File: src/rtl/wb_s2mm_writer.sv
// wb_s2mm_writer: AXI-Stream to Wishbone DMA writer with CPU register port; S2MM_TLAST_EN enables tlast-terminated transfers
module wb_s2mm_writer #(
  parameter int FIFO_DEPTH = 4,
  parameter int LEN_W = 16
) (
  input  logic        clk,
  input  logic        rst,
  input  logic        cfg_stb_i,
  input  logic        cfg_cyc_i,
  input  logic        cfg_we_i,
  input  logic [3:0]  cfg_adr_i,
  input  logic [31:0] cfg_dat_i,
  output logic        cfg_ack_o,
  output logic [31:0] cfg_dat_o,
  input  logic        s_tvalid,
  input  logic        s_tlast,
  input  logic [31:0] s_tdata,
  output logic        s_tready,
  output logic        m_stb_o,
  output logic        m_cyc_o,
  output logic        m_we_o,
  output logic [3:0]  m_sel_o,
  output logic [31:0] m_adr_o,
  output logic [31:0] m_dat_o,
  input  logic        m_ack_i,
  output logic        irq
);
  localparam int AW = $clog2(FIFO_DEPTH);
`ifdef S2MM_TLAST_EN
  localparam int DW = 33;
`else
  localparam int DW = 32;
`endif
  typedef enum logic [1:0] {IDLE, RUN, WR, DONE} state_t;
  state_t state_q, state_d;
  logic [DW-1:0] mem_q [FIFO_DEPTH];
  logic [AW:0] wp_q, rp_q;
  logic [31:0] dst_q, addr_q, rdat_q, rdat;
  logic [LEN_W-1:0] len_q, wcnt_q, acnt_q;
  logic done_q, ie_q, last_seen_q, ack_q;
  logic req, cfg_wr, ctrl_wr, busy, start, empty, full, push, pop, head_last, tl_push, fin;
  logic [DW-1:0] head, entry;
  logic unused_bits;
  assign unused_bits = &{1'b0, cfg_adr_i[1:0], s_tlast};
  assign req = cfg_stb_i && cfg_cyc_i && !ack_q;
  assign cfg_wr = req && cfg_we_i;
  assign ctrl_wr = cfg_wr && cfg_adr_i[3:2] == 2'd0;
  assign busy = state_q != IDLE;
  assign start = ctrl_wr && cfg_dat_i[0] && !busy;
  assign empty = wp_q == rp_q;
  assign full = (wp_q[AW] != rp_q[AW]) && (wp_q[AW-1:0] == rp_q[AW-1:0]);
  assign head = mem_q[rp_q[AW-1:0]];
  assign s_tready = (state_q == RUN || state_q == WR) && !full && (acnt_q < len_q) && !last_seen_q;
  assign push = s_tvalid && s_tready;
  assign pop = state_q == WR && m_ack_i;
`ifdef S2MM_TLAST_EN
  assign entry = {s_tlast, s_tdata};
  assign head_last = head[DW-1];
  assign tl_push = push && s_tlast;
`else
  assign entry = s_tdata;
  assign head_last = 1'b0;
  assign tl_push = 1'b0;
`endif
  assign fin = (wcnt_q + LEN_W'(1) == len_q) || head_last;
  assign rdat = cfg_adr_i[3:2] == 2'd0 ? {28'd0, ie_q, busy, done_q, 1'b0}
              : cfg_adr_i[3:2] == 2'd1 ? dst_q
              : cfg_adr_i[3:2] == 2'd2 ? 32'(len_q) : 32'(wcnt_q);
  assign cfg_ack_o = ack_q;
  assign cfg_dat_o = rdat_q;
  assign m_sel_o = 4'hF;
  assign irq = done_q && ie_q;
  // next state and master outputs; outputs are only non-zero while a write beat is held in WR
  always_comb begin
    state_d = state_q;
    m_stb_o = 1'b0;
    m_cyc_o = 1'b0;
    m_we_o = 1'b0;
    m_adr_o = '0;
    m_dat_o = '0;
    case (state_q)
      IDLE: state_d = start ? (len_q == '0 ? DONE : RUN) : IDLE;
      RUN: state_d = empty ? RUN : WR;
      WR: begin
        m_stb_o = 1'b1;
        m_cyc_o = 1'b1;
        m_we_o = 1'b1;
        m_adr_o = addr_q;
        m_dat_o = head[31:0];
        state_d = m_ack_i ? (fin ? DONE : RUN) : WR;
      end
      default: state_d = IDLE;
    endcase
  end
  // state register
  always_ff @(posedge clk) state_q <= rst ? IDLE : state_d;
  // slave port: single-cycle ack, never back-to-back, with read data captured at the request
  always_ff @(posedge clk) begin
    if (rst) begin
      ack_q <= 1'b0;
      rdat_q <= '0;
    end else begin
      ack_q <= req;
      if (req) rdat_q <= rdat;
    end
  end
  // CPU registers; DST and LEN are frozen during a transfer, hardware DONE set beats a W1C
  always_ff @(posedge clk) begin
    if (rst) begin
      dst_q <= '0;
      len_q <= '0;
      ie_q <= 1'b0;
      done_q <= 1'b0;
    end else begin
      if (cfg_wr && cfg_adr_i[3:2] == 2'd1 && !busy) dst_q <= {cfg_dat_i[31:2], 2'b00};
      if (cfg_wr && cfg_adr_i[3:2] == 2'd2 && !busy) len_q <= cfg_dat_i[LEN_W-1:0];
      if (ctrl_wr) ie_q <= cfg_dat_i[3];
      done_q <= state_q == DONE || (done_q && !(ctrl_wr && cfg_dat_i[1]));
    end
  end
  // transfer bookkeeping: write address, words written (COUNT), words accepted, tlast seen
  always_ff @(posedge clk) begin
    if (rst) begin
      addr_q <= '0;
      wcnt_q <= '0;
      acnt_q <= '0;
      last_seen_q <= 1'b0;
    end else if (start) begin
      addr_q <= dst_q;
      wcnt_q <= '0;
      acnt_q <= '0;
      last_seen_q <= 1'b0;
    end else begin
      if (push) acnt_q <= acnt_q + LEN_W'(1);
      if (tl_push) last_seen_q <= 1'b1;
      if (pop) begin
        addr_q <= addr_q + 32'd4;
        wcnt_q <= wcnt_q + LEN_W'(1);
      end
    end
  end
  // FIFO pointers with wrap bit to tell full from empty
  always_ff @(posedge clk) begin
    if (rst) begin
      wp_q <= '0;
      rp_q <= '0;
    end else begin
      if (push) wp_q <= wp_q + 1'b1;
      if (pop) rp_q <= rp_q + 1'b1;
    end
  end
  // FIFO storage
  always_ff @(posedge clk) if (push) mem_q[wp_q[AW-1:0]] <= entry;
endmodule
File: config.mk
export PLATFORM = sky130hd
export DESIGN_NAME = wb_s2mm_writer
export DESIGN_NICKNAME = d
export VERILOG_FILES = /design/src/rtl/wb_s2mm_writer.sv
export SDC_FILE = /design/constraint.sdc
export NUM_CORES = 1
export LEC_CHECK = 0
export BUFFER_PORTS_ARGS = -buffer_cell sky130_fd_sc_hd__buf_2
export CELL_PAD_IN_SITES_DETAIL_PLACEMENT = 0
export CELL_PAD_IN_SITES_GLOBAL_PLACEMENT = 1
export CORE_ASPECT_RATIO = 1.25
export CORE_MARGIN = 2
export CORE_UTILIZATION = 32
export DETAILED_ROUTE_END_ITERATION = 16
export HOLD_SLACK_MARGIN = 0.1
export PLACE_DENSITY = 0.59
export SLEW_MARGIN = 20
export SYNTH_ARGS = -nofsm -noshare
export SYNTH_HDL_FRONTEND = slang
export SYNTH_SLANG_ARGS = --single-unit
export TNS_END_PERCENT = 10
File: constraint.sdc
create_clock -name clk -period 9.6 [get_ports clk]
set_clock_uncertainty 0.15 [all_clocks]
set_input_delay 0.96 -clock clk [delete_from_list [all_inputs] [get_ports clk]]
set_output_delay 0.96 -clock clk [all_outputs]
set_load 0.03 [all_outputs]
==> impl_metrics.ini <==
[run_status]
status = finished, final reports clean

[floorplan]
die_w_um = 181
die_height_um = 225
io-pin-count = 182
fp-row-count = 81
start_util_pct = 32.2
coreArea_um2 = 38900
dieArea_um2 = 40800

[worst_setup_path]
crit_required_ns = 8.49
end_kind = output port
path_class = flop to output port
critPathMaxFanout = 8
rrSetupSlack_ns = 6.18
worstSetupStartpointType = flop
cp.arrival_ns = 2.97

[power_and_ir_drop]
cellPowerDensity_nw_per_um2 = 173
power_mw = 2.57
peakVddDrop_uv = 129
p_leak_nw = 5.55

[drt]
drt_iter0_markers = 649
routed_wl_mm = 33.4
wl_per_cell_um = 18.3
drc = 0
num_vias = 8990
antenna_left = 0
via_per_inst = 4.92
dr.pass1.iters = 5

[layout]
fin_util_pct = 38.2
fill_cells = 3956
final_nets = 1408
area_growth_pct = 18.5
drive_gt1_share_pct = 21.6

[sta]
rsz0062_at_grt = false
hold_viol = 0
tightest_slew_ns = 0.847
min_period_ns = 4.08
setup_tns_ns = 0
period_share_pct = 42.5
fmax_mhz = 245
maxSlewViolCount = 0
max-slew-margin-rel_pct = 43.5
whs_ns = 0.309
finalSetupViolCount = 0

[flow_run]
drv_cap = 0

[min_path]
hp-class = flop to flop

[placement]
gpl.final_weighted_congestion = 0.839
place_hpwl_mm = 22.7
port_buffers = 172

[yosys]
synth_flop_cell = dfxtp_1
synth.avg_cell_area_um2 = 10.8
netlist_area_um2 = 12500
ys_ff_latch = 281
synthCells = 1162
synthDistinctLibCells = 53
seq_area_frac_synth_pct = 55.1
ys.warnings.count = 0
synth_edf_count = 128
ys_async_sr_fraction_pct = 0

[global_route]
grt_first_pass_wirelength_mm = 51.7
grt_max_degree = 70
grtUsageTotal_pct = 16.3
overflow = 0
antenna_found_initial = 1
grt_pass1_vias = 8975

[cts]
htreeDepth = 1
cts_setup_buffers = 0
cts_hold_buffers = 0
cts-buffers-inserted = 29
clock_latency_ns = 0.56
clock_path_buffers = 3
cts.sink_count = 281
ctsResizeCount = 0
cts-root-buf = clkbuf_16
cts_tree = yes
clkTransAtPathRegs_ns = 0.06
[cell usage in the layout (no fill, tap or decap), types with 5 or more instances in the layout]
master     synthesis  final
a211oi_1          22     22
a21o_1             6      6
a21oi_1           70     70
a221oi_1          13     13
a22o_1            16     16
a311oi_1           9      9
and2_1            70     70
and3_1            13     13
and4_1             5      5
buf_2              6    171
buf_4              9     17
bufinv_16          0      5
clkbuf_1          62      5
clkbuf_16          0     29
clkbuf_8           0      5
conb_1             2      6
dfxtp_1          153    152
edfxtp_1         128    128
ha_1              28     27
inv_1             29     29
mux4_2            34     34
nand2_1          147    147
nand3_1           36     34
nand4_1           16     16
nor2_1            90     90
nor3_1            28     27
nor4_1             6      6
o21ai_0           30     30
or3_1             16     16
xnor2_1           35     35
xor2_1            35     35
[metrics by stage]
| stage | setup WS (ns) | instance area [um^2] | std cells |
|---|---|---|---|
| 2_1_floorplan | 6.13 | 12500 | 1166 |
| 3_3_place_gp | 6.04 | 13800 | 1771 |
| 3_5_place_dp | 6.04 | 13800 | 1771 |
| 4_1_cts | 5.45 | 14900 | 1825 |
| 5_1_grt | 5.33 | 14900 | 1826 |
| 6_report | 5.52 | 14900 | 1826 |
[per-layer routing]
| metal | share of wire (%) | wire length, um | GRT usage (%) |
|---|---|---|---|
| met2 | 50 | 16700 | 28.5 |
| met4 | 1.8 | 607 | 4.59 |
| met1 | 44 | 14700 | 20.9 |
| met3 | 4.3 | 1430 | 2.55 |
| met5 | 0 | 0 | 0 |
[path summary, 6_finish.rpt]
check / start / endpoint / depth (start not counted)
max: len_q[9] / s_tready / 8
min: cfg_dat_o[3] / cfg_dat_o[3] / 2
max reg2reg: len_q[9] / wp_q[2] / 10
min reg2reg: cfg_dat_o[3] / cfg_dat_o[3] / 2
[Yosys cell counts, drive strengths merged, types with 4 or more instances]
master / instances / area [um^2]
dfxtp: 153 / 3060
nand2: 148 / 558
edfxtp: 128 / 3840
nor2: 90 / 338
a21oi: 70 / 350
and2: 70 / 438
clkbuf: 62 / 233
nand3: 36 / 180
xnor2: 35 / 307
xor2: 35 / 307
mux4: 34 / 766
o21ai: 32 / 168
inv: 29 / 109
nor3: 29 / 150
ha: 28 / 350
a211oi: 22 / 165
buf: 19 / 113
nand4: 17 / 113
a22o: 16 / 140
or3: 16 / 100
a221oi: 13 / 114
and3: 13 / 81.3
a311oi: 9 / 78.8
a21o: 6 / 45.0
and4: 6 / 55.1
nor4: 6 / 37.5
o2111ai: 4 / 35.0
or4: 4 / 30.0
[cell type report]
cell class	instances	area, um^2	area share (%)
diodes	1	2.50	0.0168
clock buffers	39	813	5.47
clock inverters	15	213	1.43
inverters	29	109	0.733
multi-input cells	775	5200	35.0
flip-flops and latches	281	6910	46.5
well taps	498	623	4.19
repair buffers	188	983	6.62
[sequential cells by signal (all words and copies together) (netlist names), named ones only]
register and cells:
cfg_ack_o 1, wp_q 3, state_q 2, wcnt_q 16, acnt_q 16, dst_q 30
cfg_dat_o 32, ie_q 1, addr_q 30, done_q 1, len_q 16, mem_q 128
rp_q 3
[report_power, final]
part,switching (mW),internal (mW)
Sequential,0.00753,1.26
Clock,0.480,0.729
Combinational,0.0659,0.0296
[worst max-delay path, cell delays in order (launching register included)]
cell,delay (ns)
dfxtp_1,0.41
inv_1,0.13
ha_1,0.32
a21o_1,0.18
a21o_1,0.17
a21oi_1,0.22
o311a_1,0.41
o21a_1,0.31
buf_2,0.25
[cells by family after synthesis]
group / share of synthesized area (%)
and+or+nand+nor: 17.2
adders and majority gates: 2.80
buffers and inverters: 3.62
AOI/OAI and AO/OA: 9.78
DFF: 55.1
muxes: 6.53
xor gates and xnor gates: 4.89
other: 0.0599
Power figures use the tool's default switching activity.
